===== config.mk =====
export PLATFORM = sky130hd
export DESIGN_NAME = err_rail_tx
export DESIGN_NICKNAME = d
export VERILOG_FILES = /design/src/rtl/err_rail_pkg.sv /design/src/rtl/err_rail_fifo.sv /design/src/rtl/err_rail_tx.sv
export SDC_FILE = /design/constraint.sdc
export NUM_CORES = 1
export LEC_CHECK = 0
export ABC_AREA = 1
export BUFFER_PORTS_ARGS = -buffer_cell sky130_fd_sc_hd__buf_2
export CAP_MARGIN = 30
export CORE_ASPECT_RATIO = 1.4
export CORE_MARGIN = 8
export CORE_UTILIZATION = 40
export CTS_CLUSTER_DIAMETER = 150
export DETAILED_ROUTE_END_ITERATION = 8
export HOLD_SLACK_MARGIN = 0.02
export PLACE_DENSITY = 0.61
export SLEW_MARGIN = 20
export SYNTH_ARGS = -nofsm -noshare
export SYNTH_HDL_FRONTEND = slang
export SYNTH_HIERARCHICAL = 1
export SYNTH_SLANG_ARGS = --single-unit

===== constraint.sdc =====
create_clock -name clk -period 4.35 [get_ports clk]
set_input_delay 0.435 -clock clk [delete_from_list [all_inputs] [get_ports clk]]
set_output_delay 0.435 -clock clk [all_outputs]
set_load 0.01 [all_outputs]

===== src/rtl/err_rail_pkg.sv =====
// -----------------------------------------------------------------------------
// err_rail_pkg
// Shared definitions for the dual-rail error report transmitter.
//   state_t    : 2-bit FSM state encoding (IDLE, SEND, RELEASE, DRAIN)
//   RAIL_*     : {err1, err0} codes for the dual-rail error rail
//   rail_code(): maps a report bit onto its dual-rail code
// -----------------------------------------------------------------------------
package err_rail_pkg;

  typedef enum logic [1:0] {
    ST_IDLE    = 2'd0,
    ST_SEND    = 2'd1,
    ST_RELEASE = 2'd2,
    ST_DRAIN   = 2'd3
  } state_t;

  // Rail codes are {err1, err0}; NULL is the return-to-zero spacer.
  localparam logic [1:0] RAIL_NULL = 2'b00;
  localparam logic [1:0] RAIL_ERR  = 2'b10;
  localparam logic [1:0] RAIL_OK   = 2'b01;

  function automatic logic [1:0] rail_code(input logic err);
    return err ? RAIL_ERR : RAIL_OK;
  endfunction

endpackage


===== src/rtl/err_rail_fifo.sv =====
// -----------------------------------------------------------------------------
// err_rail_fifo
// Single-bit report FIFO, DEPTH entries (power of two), pointers wrap
// naturally modulo DEPTH.
//   clk, rst : clock, asynchronous active-low reset (empties the FIFO)
//   push, din: write request and data; taken when not full, or when full
//              and a pop happens in the same cycle (occupancy unchanged)
//   pop      : read request, ignored when empty; dout is the current head
//   full, empty, count : occupancy status, count is clog2(DEPTH)+1 bits
// -----------------------------------------------------------------------------
module err_rail_fifo
  import err_rail_pkg::*;
#(
  parameter int DEPTH = 4
) (
  input  logic                     clk,
  input  logic                     rst,
  input  logic                     push,
  input  logic                     din,
  input  logic                     pop,
  output logic                     dout,
  output logic                     full,
  output logic                     empty,
  output logic [$clog2(DEPTH):0]   count
);

  localparam int AW = $clog2(DEPTH);
  localparam int CW = AW + 1;

  logic          mem [DEPTH];
  logic [AW-1:0] wr_ptr;
  logic [AW-1:0] rd_ptr;
  logic          push_ok;
  logic          pop_ok;

  assign full    = (count == CW'(DEPTH));
  assign empty   = (count == '0);
  assign pop_ok  = pop & ~empty;
  // A full FIFO still takes a write when the head leaves in the same cycle.
  assign push_ok = push & (~full | pop_ok);
  assign dout    = mem[rd_ptr];

  always_ff @(posedge clk) begin
    if (push_ok) mem[wr_ptr] <= din;
  end

  always_ff @(posedge clk or negedge rst) begin
    if (!rst) begin
      wr_ptr <= '0;
      rd_ptr <= '0;
      count  <= '0;
    end else begin
      if (push_ok) wr_ptr <= wr_ptr + AW'(1);
      if (pop_ok)  rd_ptr <= rd_ptr + AW'(1);
      case ({push_ok, pop_ok})
        2'b10:   count <= count + CW'(1);
        2'b01:   count <= count - CW'(1);
        default: count <= count;
      endcase
    end
  end

endmodule


===== src/rtl/err_rail_tx.sv =====
// -----------------------------------------------------------------------------
// err_rail_tx
// Buffers single-bit timing-error reports and sends each one to a goML
// controller as a dual-rail code, using a four-phase handshake:
//   SEND    : one rail high (err1 = error, err0 = clean) until goml rises
//   RELEASE : rails low, rreq/sample high until goml falls
//   DRAIN   : everything low for one cycle, back to IDLE
// A sticky timeout aborts a handshake whose ack never arrives.
//
// Ports
//   clk, rst          : clock, asynchronous active-low reset
//   in_valid, in_err  : report offer and value
//   in_ready          : FIFO not full
//   err1, err0        : dual-rail error rail
//   rreq, sample      : release request / sample strobe to goML
//   goml              : ack from goML, asynchronous (2-flop synchronised)
//   busy              : handshake in progress or reports queued
//   timeout           : sticky, set when an ack wait saturates the counter
//   dbg_state         : current FSM state (err_rail_pkg::state_t encoding)
//   err_cnt           : only with ERR_RAIL_TX_CNT_EN defined; number of
//                       error (head=1) reports sent, saturating at 16'hFFFF
//
// Input handshake: a report is taken on a rising edge where in_valid=1 and
// in_ready=1; with the FIFO full (in_ready=0) it is still taken if the FSM
// pops the head in that same cycle, otherwise it is dropped.
// -----------------------------------------------------------------------------
module err_rail_tx
  import err_rail_pkg::*;
#(
  parameter int DEPTH = 4,
  parameter int TMO_W = 8
) (
  input  logic        clk,
  input  logic        rst,
  input  logic        in_valid,
  input  logic        in_err,
  output logic        in_ready,
  output logic        err1,
  output logic        err0,
  output logic        rreq,
  output logic        sample,
  input  logic        goml,
  output logic        busy,
  output logic        timeout,
  output logic [1:0]  dbg_state
`ifdef ERR_RAIL_TX_CNT_EN
  ,
  output logic [15:0] err_cnt
`endif
);

  localparam logic [TMO_W-1:0] TMO_MAX = '1;

  state_t                 state;
  state_t                 state_next;
  logic [1:0]             goml_sync;
  logic                   goml_s;
  logic                   head;
  logic                   cur_err;
  logic                   pop;
  logic                   fifo_full;
  logic                   fifo_empty;
  logic [$clog2(DEPTH):0] count;
  logic [TMO_W-1:0]       tmo_cnt;
  logic                   waiting;
  logic                   tmo_fire;

  // ---------------------------------------------------------------- FIFO
  err_rail_fifo #(.DEPTH(DEPTH)) u_fifo (
    .clk   (clk),
    .rst   (rst),
    .push  (in_valid),
    .din   (in_err),
    .pop   (pop),
    .dout  (head),
    .full  (fifo_full),
    .empty (fifo_empty),
    .count (count)
  );

  assign in_ready = ~fifo_full;

  // ------------------------------------------------------ ack synchroniser
  always_ff @(posedge clk or negedge rst) begin
    if (!rst) goml_sync <= 2'b00;
    else      goml_sync <= {goml_sync[0], goml};
  end

  assign goml_s = goml_sync[1];

  // Only start a new report once the controller has dropped its ack.
  assign pop = (state == ST_IDLE) & ~fifo_empty & ~goml_s;

  // ------------------------------------------------------------- timeout
  assign waiting = (state == ST_SEND) | (state == ST_RELEASE);
  // Fires on the edge where the counter would saturate, but only if the
  // handshake is not completing in that same cycle.
  assign tmo_fire = waiting & (tmo_cnt == TMO_MAX - TMO_W'(1)) &
                    (((state == ST_SEND) & ~goml_s) |
                     ((state == ST_RELEASE) & goml_s));

  always_ff @(posedge clk or negedge rst) begin
    if (!rst) begin
      tmo_cnt <= '0;
    end else if (state_next != state) begin
      tmo_cnt <= '0;
    end else if (waiting && tmo_cnt != TMO_MAX) begin
      tmo_cnt <= tmo_cnt + TMO_W'(1);
    end
  end

  always_ff @(posedge clk or negedge rst) begin
    if (!rst)          timeout <= 1'b0;
    else if (tmo_fire) timeout <= 1'b1;
  end

  // ------------------------------------------------------- FSM: register
  always_ff @(posedge clk or negedge rst) begin
    if (!rst) state <= ST_IDLE;
    else      state <= state_next;
  end

  // The head is captured at pop time; the FIFO read pointer moves on.
  always_ff @(posedge clk or negedge rst) begin
    if (!rst)     cur_err <= 1'b0;
    else if (pop) cur_err <= head;
  end

  // ----------------------------------------------------- FSM: next state
  always_comb begin
    state_next = state;
    case (state)
      ST_IDLE:    if (pop) state_next = ST_SEND;
      ST_SEND: begin
        if (goml_s)        state_next = ST_RELEASE;
        else if (tmo_fire) state_next = ST_DRAIN;
      end
      ST_RELEASE: if (!goml_s || tmo_fire) state_next = ST_DRAIN;
      ST_DRAIN:   state_next = ST_IDLE;
      default:    state_next = ST_IDLE;
    endcase
  end

  // -------------------------------------------------------- FSM: outputs
  // Rails are only ever set in SEND and rreq only in RELEASE, so the two
  // can never overlap and at most one rail is high.
  always_comb begin
    {err1, err0} = RAIL_NULL;
    rreq         = 1'b0;
    sample       = 1'b0;
    case (state)
      ST_SEND:    {err1, err0} = rail_code(cur_err);
      ST_RELEASE: begin
        rreq   = 1'b1;
        sample = 1'b1;
      end
      default: ;
    endcase
  end

  assign busy      = (state != ST_IDLE) | (count != '0);
  assign dbg_state = state;

`ifdef ERR_RAIL_TX_CNT_EN
  // Counts SEND entries carrying an error code.
  always_ff @(posedge clk or negedge rst) begin
    if (!rst)                                   err_cnt <= 16'd0;
    else if (pop && head && err_cnt != 16'hFFFF) err_cnt <= err_cnt + 16'd1;
  end
`endif

endmodule


Word level (Yosys, flattened, before mapping) --
Memories as Yosys holds them, arrays and structs flattened. A register that Yosys moved wholly into a read port is not among the register bits. Index checks and enable logic that the tools add are counted.
Storage, ports and cells: register bits 20, word-level logic and storage cells 61, output and inout port bits 9, memories 1, bits in read-only memories 0, latch bits 0, RAM bits 4
Operators by class: reductions and logical operators 10, add/sub/neg operators 5, multiplexer cells 14, div/mod/pow operators 0, bitwise operators 15, multiply operators 0, equal/unequal tests 9, $lt $le $gt $ge 0, shift-type cells 0
Memory list:
- u_fifo.mem | depth 4, width 1, read ports 1, clocked after memory_dff 1, wr ports 1, line err_rail_fifo.sv:30 | logic mem [DEPTH];
Operator list (count):
- 8-bit two-way mux | 2
- 2-bit two-way mux | 5
- 8-bit by 1-bit adder with 8-bit output (second input constant) | 1
- 1-bit AND | 8
- 8-bit == test (second input constant) | 1
- 8-bit inequality test (second input constant) | 1
- 2-bit case mux with 4 select lines | 1
- 2-bit == test (second input constant) | 3
- 3-bit case mux with 2 select lines | 1
- 2-bit nonzero test | 3
- 1-bit two-way mux | 5
- 2-bit by 1-bit adder with 2-bit output (second input constant) | 2
- 2-bit by 1-bit == test with 1-bit output (second input constant) | 2
- 1-bit OR | 4
- 3-bit by 1-bit adder with 3-bit output (second input constant) | 1
- 3-bit == test (second input constant) | 1
- 3-bit zero test | 1
- 1-bit NOT | 3
- 3-bit nonzero test | 1
- 3-bit by 1-bit subtractor with 3-bit output (second input constant) | 1
- 1-bit zero test | 2
- 2-bit zero test | 1
- 2-bit inequality test | 1
- 1-bit logical AND | 1
- 1-bit logical OR | 1

Logic depth before layout (Yosys ltp) --
word-level depth 9, gate-level depth with buffers 15, mapped depth without buffers 15

Cells and area by module --
The synthesis kept the hierarchy.
By module, submodules not included:
- err_rail_tx | instances 1, cells an instance 104, area an instance 848.3 µm², sequential area each 350.3 µm²
- err_rail_fifo | instances 1, cells an instance 74, area an instance 628.1 µm², sequential area each 295.3 µm²

Least setup slack after synthesis --
No wires, ideal clock.
kind reg2reg, from reg state[0] (netlist: dbg_state[0]), to reg u_fifo.count[1], cell stages (with the launch flop) 11, arrival time 2.129 ns, path buffers 0, slack 2.138 ns, data required time 4.267 ns, library setup time 0.083 ns, cell sequence dfrtp_1 inv_1 ha_1 nor3b_2 inv_1 nand3_2 nand2_4 ha_1 inv_1 fa_1 o21ai_0
Between the ends: longest elaborated chain between the ends 8
RTL lines:
- start, declared | line err_rail_tx.sv:54 | state_t state;
- start signal, assigned | line err_rail_tx.sv:120 | else state <= state_next;
- 2-bit zero test * | line err_rail_tx.sv:92 | assign pop = (state == ST_IDLE) & ~fifo_empty & ~goml_s;
- 1-bit AND * (2 in a row) | line err_rail_tx.sv:92
- named net pop | line err_rail_tx.sv:60 | logic pop;
- 1-bit AND * | line err_rail_fifo.sv:38 | assign pop_ok = pop & ~empty;
- 1-bit OR | line err_rail_fifo.sv:40 | assign push_ok = push & (~full | pop_ok);
- 1-bit AND | line err_rail_fifo.sv:40
- 2-bit by 1-bit == test with 1-bit output or 2-bit == test (tied branches) | line err_rail_fifo.sv:55 | case ({push_ok, pop_ok})
- 3-bit case mux with 2 select lines or 2-bit nonzero test (tied branches)
- end signal, assigned | line err_rail_fifo.sv:56 | 2'b10: count <= count + CW'(1);
- end signal, assigned | line err_rail_fifo.sv:57 | 2'b01: count <= count - CW'(1);
- end signal, assigned | line err_rail_fifo.sv:58 | default: count <= count;
- end, declared | line err_rail_fifo.sv:24 | output logic [$clog2(DEPTH):0] count
Mark *: on every way through the listed nets, which the timed path passes. The rest lies on a longest branch. A chain may end at the register's enable or synchronous reset.

Worst setup path in the final report --
Same ends and word-level chain as after synthesis.

==> reports/results.txt <==
Capture point of the critical path -> u_fifo/count[1]$_DFFE_PN0P_
MaxCap Viol Count -> 0
Status -> complete, no violations
Clock root buffer -> clkbuf_8
Worst EP required -> 4.54 ns
Drt wl/cell -> 10.9 µm
DR DRC count -> 0
Syn nets -> 196
Initial Utilization -> 0.409
Layout cell share with drive strength beyond 1 -> 0.144
RR Endpoint -> u_fifo/count[1]$_DFFE_PN0P_
Most common cell in the netlist -> nand2_1
Post-placement cell area -> 1590 µm²
Synth area leaders -> dfrtp_1 (36%), nand2_1 (11%), ha_1 (10%)
Site row count -> 26
Ports -> 14
Top FF cell, synth -> dfrtp_1
Max VDD drop -> 345 µV
# diodes -> 0
TNS Setup -> 0 ns
Async S/R FF share, synth -> 0.840
RR Startpoint -> dbg_state[0]$_DFF_PN0_
CTS H-tree lvls -> 1
Final Hold Viols -> 0
Final setup violation count -> 0
RSZ-0062 raised after global routing -> no
Area growth, synth to finish -> 10.5%
Post-synth EDFFs -> 4
Number of buffers created by CTS -> 3
PortBufs -> 13
Count of different cell masters after synthesis -> 22
Gate Count Post-Synth -> 178
Worst hold path class -> in -> async
Die X -> 67.3 µm
Critical path fanouts, max -> 7
Hpwl dp -> 1980 µm
Post-Syn Area -> 1480 µm²
Post-CTS Setup Inserts -> 0
TritonRoute pass-1 iters -> 4
Routed vias -> 1089
Bufs on Longest Clock Path -> 2
Pleak -> 0.820 nW
First-pass GRT wire length -> 4710 µm
Fin crit period -> 2.36 ns
Synthesis warning total -> 6
GPL Wtd Cong -> 0.820
R2R depth -> 10
Post-route ant nets -> 0
Largest net degree at the start of global routing -> 22
DIE AREA -> 5920 µm²
Reg2reg setup slack -> 1.99 ns
GR Overflow Total -> 0
Die Ht -> 87.9 µm
Post-cts repair resize count -> 0
Critical path endpoint category -> register
Yosys top cell area share -> 0.356
Vias in the first global route -> 1166
Final Cell Area -> 1630 µm²
Setup crit start -> dbg_state[0]$_DFF_PN0_
Worst skew pair latency -> 0.26 ns
Sequential area share after synthesis -> 0.437
Core area -> 3610 µm²
CP cell instances -> inv_1 -> ha_1 -> nor3b_2 -> inv_1 -> nand3_2 -> nand2_4 -> ha_1 -> inv_1 -> fa_1 -> o21ai_0
Most frequent CP cell -> inv_1
Crit path kind -> reg -> reg
Startpoint types -> register
Via/cell ratio -> 4.61
# nets final -> 213
Initial DRC count -> 35
PwrDens -> 607 nW/µm²
Final Skew -> 0.00366 ns
Syn avg cell area -> 8.29 µm²
Commonest cells post-synth -> nand2_1 (45), inv_1 (31), nor2_1 (22)
Initial antenna violation count -> 0
Leading area contributor after synthesis -> dfrtp_1
#FFs+latches synth -> 25
Fin crit share -> 0.542
Cts hold-fix bufs -> 0
Least-Margin Pin Slew -> 0.481 ns
CP Data Arrival Time -> 2.55 ns
CP peak stage delay -> 0.43 ns
Slew headroom -> 0.679
Clock transition at path regs -> 0.08 ns
Crit path max-delay cell type -> dfrtp_1
Gr usage total -> 0.101
Total wire length -> 2570 µm
Final Max Slew Viols -> 0
CTS tree -> yes
F_max -> 424 MHz
Total clock sinks -> 25
[routing by layer]
layer  GRT usage  up-vias  wire length, µm
met3      0.0205        4               50
met2       0.184        8             1350
met1       0.105      503             1130
li1            -      574                -
met4      0.0515        0               34
met5           0        -                0
[worst max-delay path: cells and delay by family, from the launching register on]
kind            cells  cell delay (ns)
flops               1             0.43
fa+ha+maj           3             0.79
compound gates      1             0.15
simple gates        3             0.56
buf+inv             3             0.35
[worst min path at each step]
stage,start,endpoint,slack [ns],cells after the start
final,rst,tmo_cnt[5]$_DFFE_PN0P_,0.12,1
after global routing,rst,tmo_cnt[5]$_DFFE_PN0P_,0.14,1
after CTS,rst,tmo_cnt[7]$_DFFE_PN0P_,0.13,1
after detailed placement,goml_sync[0]$_DFF_PN0_,goml_sync[1]$_DFF_PN0_,0.34,0
after global placement,goml_sync[0]$_DFF_PN0_,goml_sync[1]$_DFF_PN0_,0.33,0
after floorplan,rst,cur_err$_DFFE_PN0P_,0.14,0
[final cells by class]
type,count,area [µm²]
fillers,353,1980
multi-input cells,121,707
flip-flops and latches,25,646
inverters,31,116
repair buffers,13,65.1
well taps,42,52.6
clock buffers,4,45.0
[layout by cell type, fill, tap and decap left out]
cell type,netlist,final
inv_1,31,31
buf_2,0,13
nand2_1,45,45
mux2_2,1,1
nand3_4,1,1
fa_1,1,1
a21oi_1,2,2
nor3b_2,1,1
xor2_1,4,4
clkbuf_8,0,3
nand3_1,8,8
nand2_2,3,3
nor3_1,2,2
dfrtp_1,21,21
nor2_2,3,3
nor2_1,22,22
nand2_4,1,1
ha_1,12,12
xnor2_1,3,3
clkbuf_1,0,1
nand3_2,2,2
edfxtp_1,4,4
nand4_1,3,3
o21ai_0,7,7
[through the flow]
stage	utilization	total power [mW]	hold slack, ns	setup slack, ns	instances
2_1_floorplan	-	0.744	0.139	2.14	178
4_1_cts	0.452	1.01	0.132	1.96	236
3_3_place_gp	0.439	0.862	0.334	2.02	232
6_report	0.452	0.990	0.117	1.99	236
3_5_place_dp	0.439	0.865	0.340	1.96	232
5_1_grt	0.452	1.10	0.135	1.77	236
[report_power, final]
group / leakage (nW) / internal, mW / switching (mW)
logic: 0.490 / 0.183 / 0.304
clock network: 0.0228 / 0.0654 / 0.0699
registers: 0.307 / 0.301 / 0.0661
[kinds of logic (layout without fill, tap and decap cells)]
kind of cell	Yosys count	in the layout	synth area share
AOI/OAI and AO/OA	9	9	0.0305
xor gates and xnor gates	7	7	0.0415
adders and majority gates	13	13	0.115
buffers and inverters	32	48	0.0839
DFF	25	25	0.437
muxes	1	1	0.00763
and+or+nand+nor	91	91	0.284
[flip-flops by register name (all words and copies together) (netlist names)]
name,flops
cur_err,1
dbg_state,2
goml_sync,2
timeout,1
tmo_cnt,8
u_fifo/count,3
u_fifo/mem,4
u_fifo/rd_ptr,2
u_fifo/wr_ptr,2
(Power assumes the default switching activity.)
